==> src/rtl/trigger_unit_pkg.sv <==
// trigger_unit_pkg: shared state encoding, edge-mode constants and default parameters
package trigger_unit_pkg;
  typedef enum logic [1:0] {S_IDLE, S_ARMED, S_RECORDING, S_DONE} state_t;
  localparam logic MODE_LEVEL = 1'b0;
  localparam logic MODE_EDGE = 1'b1;
  localparam int DEF_NUM_CH = 4;
  localparam int DEF_CNT_W = 16;
endpackage

==> src/rtl/trigger_qualifier.sv <==
// trigger_qualifier: registers previous trigger lines (reset to ones) and produces the masked level/edge-qualified vector
module trigger_qualifier
  import trigger_unit_pkg::*;
#(
  parameter int NUM_CH = DEF_NUM_CH
) (
  input  logic              clk,
  input  logic              rst,
  input  logic [NUM_CH-1:0] trig,
  input  logic [NUM_CH-1:0] mask,
  input  logic              edge_mode,
  output logic [NUM_CH-1:0] qual
);
  logic [NUM_CH-1:0] prev_q, prev_d;
  always_comb begin
    prev_d = trig;
    qual = mask & ((edge_mode == MODE_EDGE) ? (trig & ~prev_q) : trig);
  end
  always_ff @(posedge clk) begin
    if (rst) prev_q <= '1;
    else prev_q <= prev_d;
  end
endmodule

==> src/rtl/trigger_unit.sv <==
// trigger_unit: arm/trigger/record/done sequencer with post-trigger counter and sticky trigger source
module trigger_unit
  import trigger_unit_pkg::*;
#(
  parameter int NUM_CH = DEF_NUM_CH,
  parameter int CNT_W = DEF_CNT_W
) (
  input  logic              Clock,
  input  logic              Reset,
  input  logic              Armed,
  input  logic [NUM_CH-1:0] Trigger,
  input  logic [NUM_CH-1:0] ChannelMask,
  input  logic              EdgeMode,
  input  logic [CNT_W-1:0]  PostCount,
  input  logic              Rearm,
  output logic              EnableRecordingOut,
  output logic [NUM_CH-1:0] TriggerSource,
  output logic              Done
);
  logic [NUM_CH-1:0] qual;
  state_t state_q, state_d;
  logic [CNT_W-1:0] cnt_q, cnt_d;
  logic [NUM_CH-1:0] src_q, src_d;
  logic en_q, en_d, done_q, done_d;
  trigger_qualifier #(.NUM_CH(NUM_CH)) u_qual (
    .clk(Clock),
    .rst(Reset),
    .trig(Trigger),
    .mask(ChannelMask),
    .edge_mode(EdgeMode),
    .qual(qual)
  );
  always_comb begin
    state_d = state_q;
    cnt_d = cnt_q;
    src_d = src_q;
    case (state_q)
      S_IDLE: state_d = Armed ? S_ARMED : S_IDLE;
      S_ARMED:
        if (!Armed) state_d = S_IDLE;
        else if (|qual) begin
          state_d = S_RECORDING;
          cnt_d = PostCount;
          src_d = qual;
        end
      S_RECORDING:
        if (Rearm) begin
          state_d = S_IDLE;
          cnt_d = '0;
        end else if (cnt_q == CNT_W'(1)) begin
          state_d = S_DONE;
          cnt_d = '0;
        end else if (cnt_q != '0) cnt_d = cnt_q - CNT_W'(1);
      S_DONE: state_d = Rearm ? S_IDLE : S_DONE;
      default: state_d = S_IDLE;
    endcase
    en_d = state_d == S_RECORDING;
    done_d = state_d == S_DONE;
  end
  always_ff @(posedge Clock) begin
    if (Reset) begin
      state_q <= S_IDLE;
      cnt_q <= '0;
      src_q <= '0;
      en_q <= 1'b0;
      done_q <= 1'b0;
    end else begin
      state_q <= state_d;
      cnt_q <= cnt_d;
      src_q <= src_d;
      en_q <= en_d;
      done_q <= done_d;
    end
  end
  assign EnableRecordingOut = en_q;
  assign TriggerSource = src_q;
  assign Done = done_q;
endmodule

==> config.mk <==
export PLATFORM = sky130hd
export DESIGN_NAME = trigger_unit
export DESIGN_NICKNAME = d
export VERILOG_FILES = /design/src/rtl/trigger_unit_pkg.sv /design/src/rtl/trigger_qualifier.sv /design/src/rtl/trigger_unit.sv
export SDC_FILE = /design/constraint.sdc
export NUM_CORES = 1
export LEC_CHECK = 0
export ABC_AREA = 1
export CELL_PAD_IN_SITES_DETAIL_PLACEMENT = 1
export CELL_PAD_IN_SITES_GLOBAL_PLACEMENT = 1
export CORE_MARGIN = 2
export CORE_UTILIZATION = 33
export CTS_BUF_LIST = sky130_fd_sc_hd__clkbuf_8
export DETAILED_ROUTE_END_ITERATION = 12
export PLACE_DENSITY_LB_ADDON = 0.1
export SLEW_MARGIN = 25
export SYNTH_ARGS = -nofsm -noshare
export SYNTH_HDL_FRONTEND = slang
export SYNTH_SLANG_ARGS = --single-unit
==> constraint.sdc <==
create_clock -name Clock -period 1.69 [get_ports Clock]
set_clock_uncertainty 0.1 [all_clocks]
set_input_delay 0.2535 -clock Clock [delete_from_list [all_inputs] [get_ports Clock]]
set_output_delay 0.2535 -clock Clock [all_outputs]
set_load 0.03 [all_outputs]
Word level (Yosys, flattened, before mapping) --
Cells that the tools add are included.
Operators by class: add/subtract/negate cells 1, equal/unequal tests 9, muxes and demuxes 14, bitwise logic cells 3, reductions and logical operators 6
Operator list (count):
- 16-bit 2-to-1 mux | 5
- 16-bit one-hot mux with 2 select lines | 1
- 16-bit by 1-bit == test with 1-bit output (second input constant) | 1
- 16-bit nonzero test | 1
- 16-bit by 1-bit subtractor with 16-bit output (second input constant) | 1
- 2-bit 2-to-1 mux | 5
- 4-bit AND | 2
- 2-bit == test (second input constant) | 4
- 2-bit one-hot mux with 4 select lines | 1
- 4-bit 2-to-1 mux | 1
- 2-bit != test (second input constant) | 2
- 4-bit != test (second input constant) | 1
- 4-bit NOT | 1
- 4-bit AND reduction | 1
- 4-bit OR reduction | 1
- 3-bit AND reduction | 1
- 2-bit by 1-bit == test with 1-bit output (second input constant) | 1
- 2-bit zero test | 1
- 2-bit nonzero test | 1
- 1-bit 2-to-1 mux | 1
Word-level totals: register bits 28, bits of input ports 29, output and inout port bits 6, logic and storage cells 39

Logic depth before layout (Yosys ltp) --
Gate-level depths: netlist of run 1.
word-level depth 9, depth in mapped cells 11, mapped depth without buffers 11

Hierarchy --
A second synthesis of run 1 with hierarchy kept.
Second synthesis, totals: cells, all modules 296, area, all modules 1778.0 µm²
By module, submodules not included:
- trigger_unit | instances 1, cells each 272, area an instance 1607.8 µm², seq. area each 480.5 µm²
- trigger_qualifier | instances 1, cells each 24, area an instance 170.2 µm², seq. area each 80.1 µm²

Least setup slack after synthesis of run 1 --
OpenSTA, ideal clock, no wires.
path type reg2reg, from reg cnt_q[1], to reg cnt_q[1], setup time 113 ps, data arrival time 1363 ps, required time 1477 ps, setup slack 114 ps, stages on the path, launching flop included 12, path buffers 1, period minus slack after synthesis 1576 ps, cell sequence dfxtp_1 > inv_1 > ha_1 > nand2_1 > nor2_2 > nand2_4 > nand3_4 > o21ai_4 > buf_6 > nand2_1 > nand2_1 > nor2_1
On the way: word-level cells in the longest chain between the ends 5, elaborated cells between the ends (all ways) 9, classes of those cells add/sub (1); eq/ne (2); mux (4); reduce/logical (2)
RTL lines:
- start: declaration | line trigger_unit.sv:22 | logic [CNT_W-1:0] cnt_q, cnt_d;
- start signal: assignment | line trigger_unit.sv:69 | cnt_q <= cnt_d;
- 16-bit by 1-bit subtractor with 16-bit output | line trigger_unit.sv:53 | end else if (cnt_q != '0) cnt_d = cnt_q - CNT_W'(1);
- 16-bit 2-to-1 mux | line trigger_unit.sv:53
- 16-bit 2-to-1 mux | line trigger_unit.sv:50 | end else if (cnt_q == CNT_W'(1)) begin
- 16-bit 2-to-1 mux | line trigger_unit.sv:47 | if (Rearm) begin
- 16-bit one-hot mux with 2 select lines | line trigger_unit.sv:37 | case (state_q)
Several ways; a longest one is shown, not always the timed one. The select of a mux whose other input is x is not followed. A chain may end at the register's enable or synchronous reset.

Worst setup path in the final report of run 1 --
from reg cnt_q[7], to reg cnt_q[5]
On the way: word-level cells in the longest chain between the ends 4, elaborated cells between the ends (all ways) 7, classes of those cells eq/ne (2); mux (3); reduce/logical (2)
RTL lines (line):
- 16-bit by 1-bit == test with 1-bit output | trigger_unit.sv:50
- 16-bit 2-to-1 mux | trigger_unit.sv:50
- 16-bit 2-to-1 mux | trigger_unit.sv:47
- 16-bit one-hot mux with 2 select lines | trigger_unit.sv:37
Several ways; a longest one is shown, not always the timed one.

==> impl_metrics.json, run 1 <==
{
  "vdd_drop_max_uv": 333,
  "die_area_um2": 6040,
  "whs_ps": 397,
  "cts_tree": "yes",
  "post-dp-hpwl_um": 4330,
  "die_w_um": 77.7,
  "syn2layout_area_growth_pct": 53.4,
  "synth-async-reset-ratio": 0,
  "grt.total_usage": 0.191,
  "worst_pin_slew_ps": 319,
  "relSlewSlack": 0.787,
  "overflow": 0,
  "rsz0062_at_grt": "true",
  "post-route-util": 0.532,
  "clkTransAtPathRegs_ps": 110,
  "synth_edf_count": 0,
  "nets": 405,
  "ios": 35,
  "ys_types": 27,
  "grt_pass1_wl_um": 9260,
  "grt_pass1_vias": 2050,
  "drv_slew": 0,
  "fp.dieH_um": 77.7,
  "synth_nets": 330,
  "required_ps": 1770,
  "synth_flop_cell": "dfxtp_1",
  "cellPowerDensity_nw_per_um2": 768,
  "violations": "negative setup slack",
  "wl_per_cell_um": 14.3,
  "avgSynthCellArea_um2": 6.02,
  "place_congestion": 0.767,
  "clockRootBuffer": "clkbuf_8",
  "fin_crit_ps": 1750,
  "hp-class": "primary input to register",
  "critical_path_class": "register to register",
  "cp_max_fo": 7,
  "crit_path_end_kind": "register",
  "grt_max_degree": 29,
  "routed_via_density": 4.67,
  "worstPathArrival_ps": 1830,
  "drtIter0Drc": 44,
  "drive_gt1_frac": 0.261,
  "cts_buffer_depth": 2,
  "synth_top_cell_by_area": "dfxtp_1",
  "fp.coreArea_um2": 5170,
  "synth.top_cell.area_share": 0.312,
  "synth_seq_cells": 28,
  "slowest_stage": "dfxtp_1",
  "synth_area_leaders": "dfxtp_1 (31%), nand2_1 (22%), nor2_1 (13%)",
  "yosys_warnings": 0,
  "grt_antenna_before_repair": 0,
  "htreeDepth": 1,
  "startpoint_type": "register",
  "drtAntennaViolNets": 0,
  "finalHoldViolCount": 0,
  "numPortBuffers": 34,
  "clock-sinks": 28,
  "synth.most_common_cell": "nand2_1",
  "diodes": 0,
  "timing.final.crit_share": 1.03,
  "fmax_ghz": 0.572,
  "setup_slack_ps": -57.5,
  "netlist_top_cells_count": "nand2_1 (103), nor2_1 (61), inv_1 (33)",
  "crit_chain": "nor2_2, nand2_2, nor2_2, nand3_4, o21ai_4, clkbuf_16, nand2_2, nand2_1, nor2_1",
  "setup_viol": 11,
  "numCtsBuffers": 3,
  "maxCapViolCount": 0,
  "fp-row-count": 26,
  "power.leakage_uw": 0.00149,
  "syn_area_um2": 1790,
  "insertion_delay_ps": 280,
  "finalWirelength_um": 6320,
  "firstDrtPassIters": 4,
  "synth_cells": 298,
  "initial_core_util": 0.347,
  "outcome": "finished, violations left",
  "vias": 2064,
  "ys_seq_area_frac": 0.312,
  "post-route-drc-count": 0,
  "max_stage_delay_ps": 340
}
power breakdown:
group | internal [µW] | total, µW | switching (µW)
clock network | 318 | 549 | 232
logic | 375 | 837 | 463
registers | 699 | 729 | 30.3
cell families (layout without fill, tap and decap cells):
kind of cell	after synthesis	count (layout)	share of synthesized area
AND/OR/NAND/NOR	204	204	0.495
buffers and inverters	39	113	0.0900
flip-flops	28	28	0.312
AO/OA/AOI/OAI	20	20	0.0621
XOR/XNOR	4	4	0.0195
adder cells (fa/ha/maj)	3	3	0.0209
critical path, delay by kind of cell (launching register included):
family                 cells  cell delay [ps]
buffers and inverters      1              230
and+or+nand+nor            7              680
DFF                        1              340
AOI/OAI and AO/OA          1              290
final timing paths:
| path | start | endpoint | slack, ps | cells after the start |
|---|---|---|---|---|
| setup / recovery | cnt_q[7]$_SDFFE_PP0P_ | cnt_q[5]$_SDFFE_PP0P_ | -60 | 9 |
| hold / removal | EdgeMode | TriggerSource[0]$_SDFFE_PP0P_ | 400 | 4 |
| setup reg to reg | cnt_q[7]$_SDFFE_PP0P_ | cnt_q[5]$_SDFFE_PP0P_ | -60 | 9 |
| hold reg to reg | u_qual.prev_q[0]$_SDFF_PP1_ | TriggerSource[0]$_SDFFE_PP0P_ | 450 | 3 |
area by class of cell:
type	instances	area (µm²)
timing repair buffer	75	702
tap	70	87.6
clock inverter	1	30.0
clock buffer	3	41.3
inverter	34	130
multi-input combinational	231	1200
fill	671	2420
sequential	28	566
layout by cell type, fill, tap and decap left out, types with 2 or more instances in the layout:
master / instances
dlymetal6s2s_1: 2
o21ai_1: 2
inv_1: 31
clkbuf_16: 2
nor2_2: 9
dfxtp_1: 24
or2_2: 4
nor2_4: 3
xor2_1: 3
nand3_1: 19
nand4_1: 2
dfxtp_2: 4
ha_4: 2
dlygate4sd2_1: 2
clkdlybuf4s50_1: 30
clkbuf_8: 3
a21oi_1: 6
nand2_4: 4
buf_4: 37
o21ai_0: 10
nor2_1: 54
nand3_4: 2
nand2_2: 17
nand2_1: 85
metrics by stage:
stage	setup TNS [ps]	instance area (µm²)	worst slack, ps	cells	power, µW
floorplan	0	1790	114	298	1170
global placement	-5630	2440	-304	429	1430
detailed placement	-7350	2440	-405	429	1460
CTS	0	2520	3.40	433	2020
global route	-1850	2750	-157	442	2250
finish	-240	2750	-57.5	442	2120
flip-flops by register name, summed over array words and instances (netlist names):
signal              cells
state_q                 2
TriggerSource           4
Done                    1
cnt_q                  16
EnableRecordingOut      1
u_qual.prev_q           4
what timing repair did:
action	CTS	global route
hold buffers	0	0
setup endpoints to repair	18	19
gates resized for setup	6	43
endpoints found under the hold margin	0	0
pin swaps	0	9
cloned	0	3
setup buffers	0	6
layer usage:
layer	share of wire	up-vias	global-route usage
met3	0.013	6	0.0186
met5	0	-	0
li1	-	1060	-
met1	0.45	980	0.240
met2	0.53	18	0.349
met4	0.0087	0	0.0411
Note: power is estimated with default switching activity, not from simulation.
==> inputs of run 2 (changes only) <==
Settings changed: GPL_ROUTABILITY_DRIVEN set to 0.
==> results of run 2 <==
Final layout, timing and power as in run 1 (identical DEF).
==> inputs of run 3 (changes only) <==
Settings changed: ABC_AREA 1 to 0, CORE_UTILIZATION 33 to 34, SLEW_MARGIN 25 to 30.
==> run 3 against run 2 <==
Compared with the run above: the flow still finishes with violations (negative setup slack); hold slack got worse by 290 ps; routed wire length rose by 22%; clock-buffer cell count did not move; core utilization rose by 11 points; non-clock buffer count rose by 32; synthesized area fell by 10%; critical path depth fell by 1; cell count fell by 22%; sequential share of layout area fell by 1.6 points; highest routed layer unchanged.
==> impl_metrics.json, run 3 <==
{
  "outcome": "finished, violations left",
  "violations": "negative setup slack",
  "r2r-start": "cnt_q[9]$_SDFFE_PP0P_",
  "grt_pass1_vias": 2294,
  "syn2layout_area_growth_pct": 86.3,
  "synth_cells": 197,
  "wl_per_cell_um": 22.3,
  "numPortBuffers": 34,
  "grt_pass1_wl_um": 11300,
  "tns_ps": -10770,
  "grt.busiest_layer": "met2",
  "use_met2": 0.526,
  "drive_gt1_frac": 0.517,
  "r2r_end": "cnt_q[0]$_SDFFE_PP0P_",
  "slowest_stage": "or4_4",
  "cts_hold_buf": 0,
  "ff2ff_path_depth": 8,
  "cellPowerDensity_nw_per_um2": 690,
  "hp-class": "primary input to register",
  "die_w_um": 72.8,
  "synth.top_cell.area_share": 0.348,
  "ys_seq_area_frac": 0.348,
  "final_common_cell": "buf_4",
  "critical_path_class": "register to register",
  "ios": 35,
  "vias": 2025,
  "clkTransAtPathRegs_ps": 110,
  "grt_antenna_before_repair": 0,
  "post-place-cells": 322,
  "drtAntennaViolNets": 0,
  "met3_usage": 0.0414,
  "firstDrtPassIters": 4,
  "cts_tree": "yes",
  "clockRootBuffer": "clkbuf_8",
  "routed_via_density": 5.85,
  "path_common_cell": "buf_6",
  "initial_core_util": 0.346,
  "synth_seq_cells": 28,
  "rsz0062_at_grt": "true",
  "max_stage_delay_ps": 580,
  "yosys_warnings": 0,
  "use_met1": 0.314,
  "setup_viol": 21,
  "htreeDepth": 1,
  "overflow": 0,
  "fin_crit_ps": 2370,
  "insertion_delay_ps": 280,
  "nets": 325,
  "worstHoldStart": "Trigger[3]",
  "synth_area_leaders": "dfxtp_1 (35%), nand2_1 (6.5%), o32ai_1 (5.4%)",
  "largest_register_ffs": 16,
  "maxCapViolCount": 0,
  "whs_ps": 111,
  "ys_types": 42,
  "fmax_ghz": 0.423,
  "diodes": 0,
  "die_area_um2": 5310,
  "synth_nets": 229,
  "finalHoldViolCount": 0,
  "numCtsBuffers": 3,
  "cts_buffer_depth": 2,
  "power.leakage_uw": 0.00125,
  "synth-async-reset-ratio": 0,
  "synth_flop_cell": "dfxtp_1",
  "grt.total_usage": 0.279,
  "p_total_uw": 2070,
  "synth_top_cell_by_area": "dfxtp_1",
  "fp.coreArea_um2": 4660,
  "vdd_drop_max_uv": 351,
  "timing.final.crit_share": 1.40,
  "netlist_top_cells_count": "dfxtp_1 (28), nand2_1 (28), a21oi_1 (12), nor2_1 (12)",
  "reg2reg_slack_ps": -680,
  "startpoint_type": "register",
  "post-route-drc-count": 0,
  "syn_area_um2": 1610,
  "avgSynthCellArea_um2": 8.18,
  "top_register": "cnt_q",
  "instances_no_fill": 346,
  "worstPathArrival_ps": 2420,
  "layout_common_cells": "buf_4 (58), nand2_1 (25), clkdlybuf4s50_1 (23)",
  "crit_chain": "or4_4, buf_6, nor4_4, buf_4, nor2_4, buf_6, a222oi_1, a211oi_1",
  "finalWirelength_um": 7730,
  "required_ps": 1750,
  "post-dp-hpwl_um": 4570,
  "setup_slack_ps": -676,
  "crit_path_end_kind": "register",
  "whs_path_depth": 2,
  "synth_edf_count": 0,
  "fp-row-count": 25,
  "relSlewSlack": 0.629,
  "grt_max_degree": 18,
  "holdPathEnd": "u_qual.prev_q[3]$_SDFF_PP1_",
  "fp.dieH_um": 72.8,
  "drv_slew": 0,
  "worst_pin_slew_ps": 556,
  "drtIter0Drc": 91,
  "cp_max_fo": 4,
  "clock-sinks": 28
}
run 3: cell types whose count changed in the layout (fill, tap and decap cells not counted), sizes merged, moves of 10 or more:
| cell | before | now |
|---|---|---|
| buf | 39 | 73 |
| inv | 33 | 6 |
| nand2 | 106 | 28 |
| nand3 | 22 | 0 |
| nor2 | 67 | 13 |
| o21ai | 14 | 3 |
| o32ai | 0 | 10 |
run 3: kinds of logic after synthesis:
logic type	synth area share
adders and majority gates	0.0233
AOI/OAI and AO/OA	0.293
and+or+nand+nor	0.278
DFF	0.348
buffers and inverters	0.0575
run 3: layout make-up:
cell class	instances	area [µm²]
clock inverters	1	30.0
repair buffers	107	962
fillers	501	1660
inverters	6	22.5
clock buffers	3	41.3
flip-flops and latches	28	568
multi-input cells	147	1310
well taps	54	67.6
run 3: per-layer routing:
metal | part of all wire | wire length (µm)
met1 | 0.41 | 3210
met2 | 0.53 | 4120
met3 | 0.033 | 257
met4 | 0.020 | 153
met5 | 0 | 0
run 3: worst max-delay path by stage:
stage                                  to  slack [ps]                   from
floorplan           cnt_q[9]$_SDFFE_PP0P_        -480  cnt_q[5]$_SDFFE_PP0P_
global placement    cnt_q[5]$_SDFFE_PP0P_        -790  cnt_q[0]$_SDFFE_PP0P_
global route        cnt_q[2]$_SDFFE_PP0P_        -700  cnt_q[9]$_SDFFE_PP0P_
detailed placement  cnt_q[6]$_SDFFE_PP0P_       -1090  cnt_q[0]$_SDFFE_PP0P_
finish              cnt_q[0]$_SDFFE_PP0P_        -680  cnt_q[9]$_SDFFE_PP0P_
CTS                 cnt_q[9]$_SDFFE_PP0P_        -590  cnt_q[5]$_SDFFE_PP0P_
run 3: report_power, final:
part | total [µW] | leakage (µW) | internal, µW | switching (µW)
combinational | 826 | 0.000988 | 432 | 394
clock | 540 | 0.0000357 | 317 | 223
sequential | 703 | 0.000230 | 687 | 16.3
total | 2070 | 0.00125 | 1440 | 633
run 3: what timing repair did:
item | in CTS | in global routing
gates resized for setup | 71 | 27
hold endpoints to repair | 0 | 0
gates cloned | 1 | 0
setup endpoints to repair | 24 | 27
pin swaps | 27 | 10
buffers inserted | 16 | 5
run 3: critical path, delay by kind of cell (launching register included):
kind / cells / cell delay, ps
compound gates: 2 / 360
flops: 1 / 330
simple gates: 3 / 970
buf+inv: 3 / 470
run 3: stage by stage:
stage                     setup WS [ps]  utilization  area, µm²
after floorplan                    -485            -       1640
after global placement             -792        0.507       2360
after detailed placement          -1090        0.507       2360
after CTS                          -591        0.610       2840
after global routing               -696        0.644       3000
final                              -676        0.644       3000
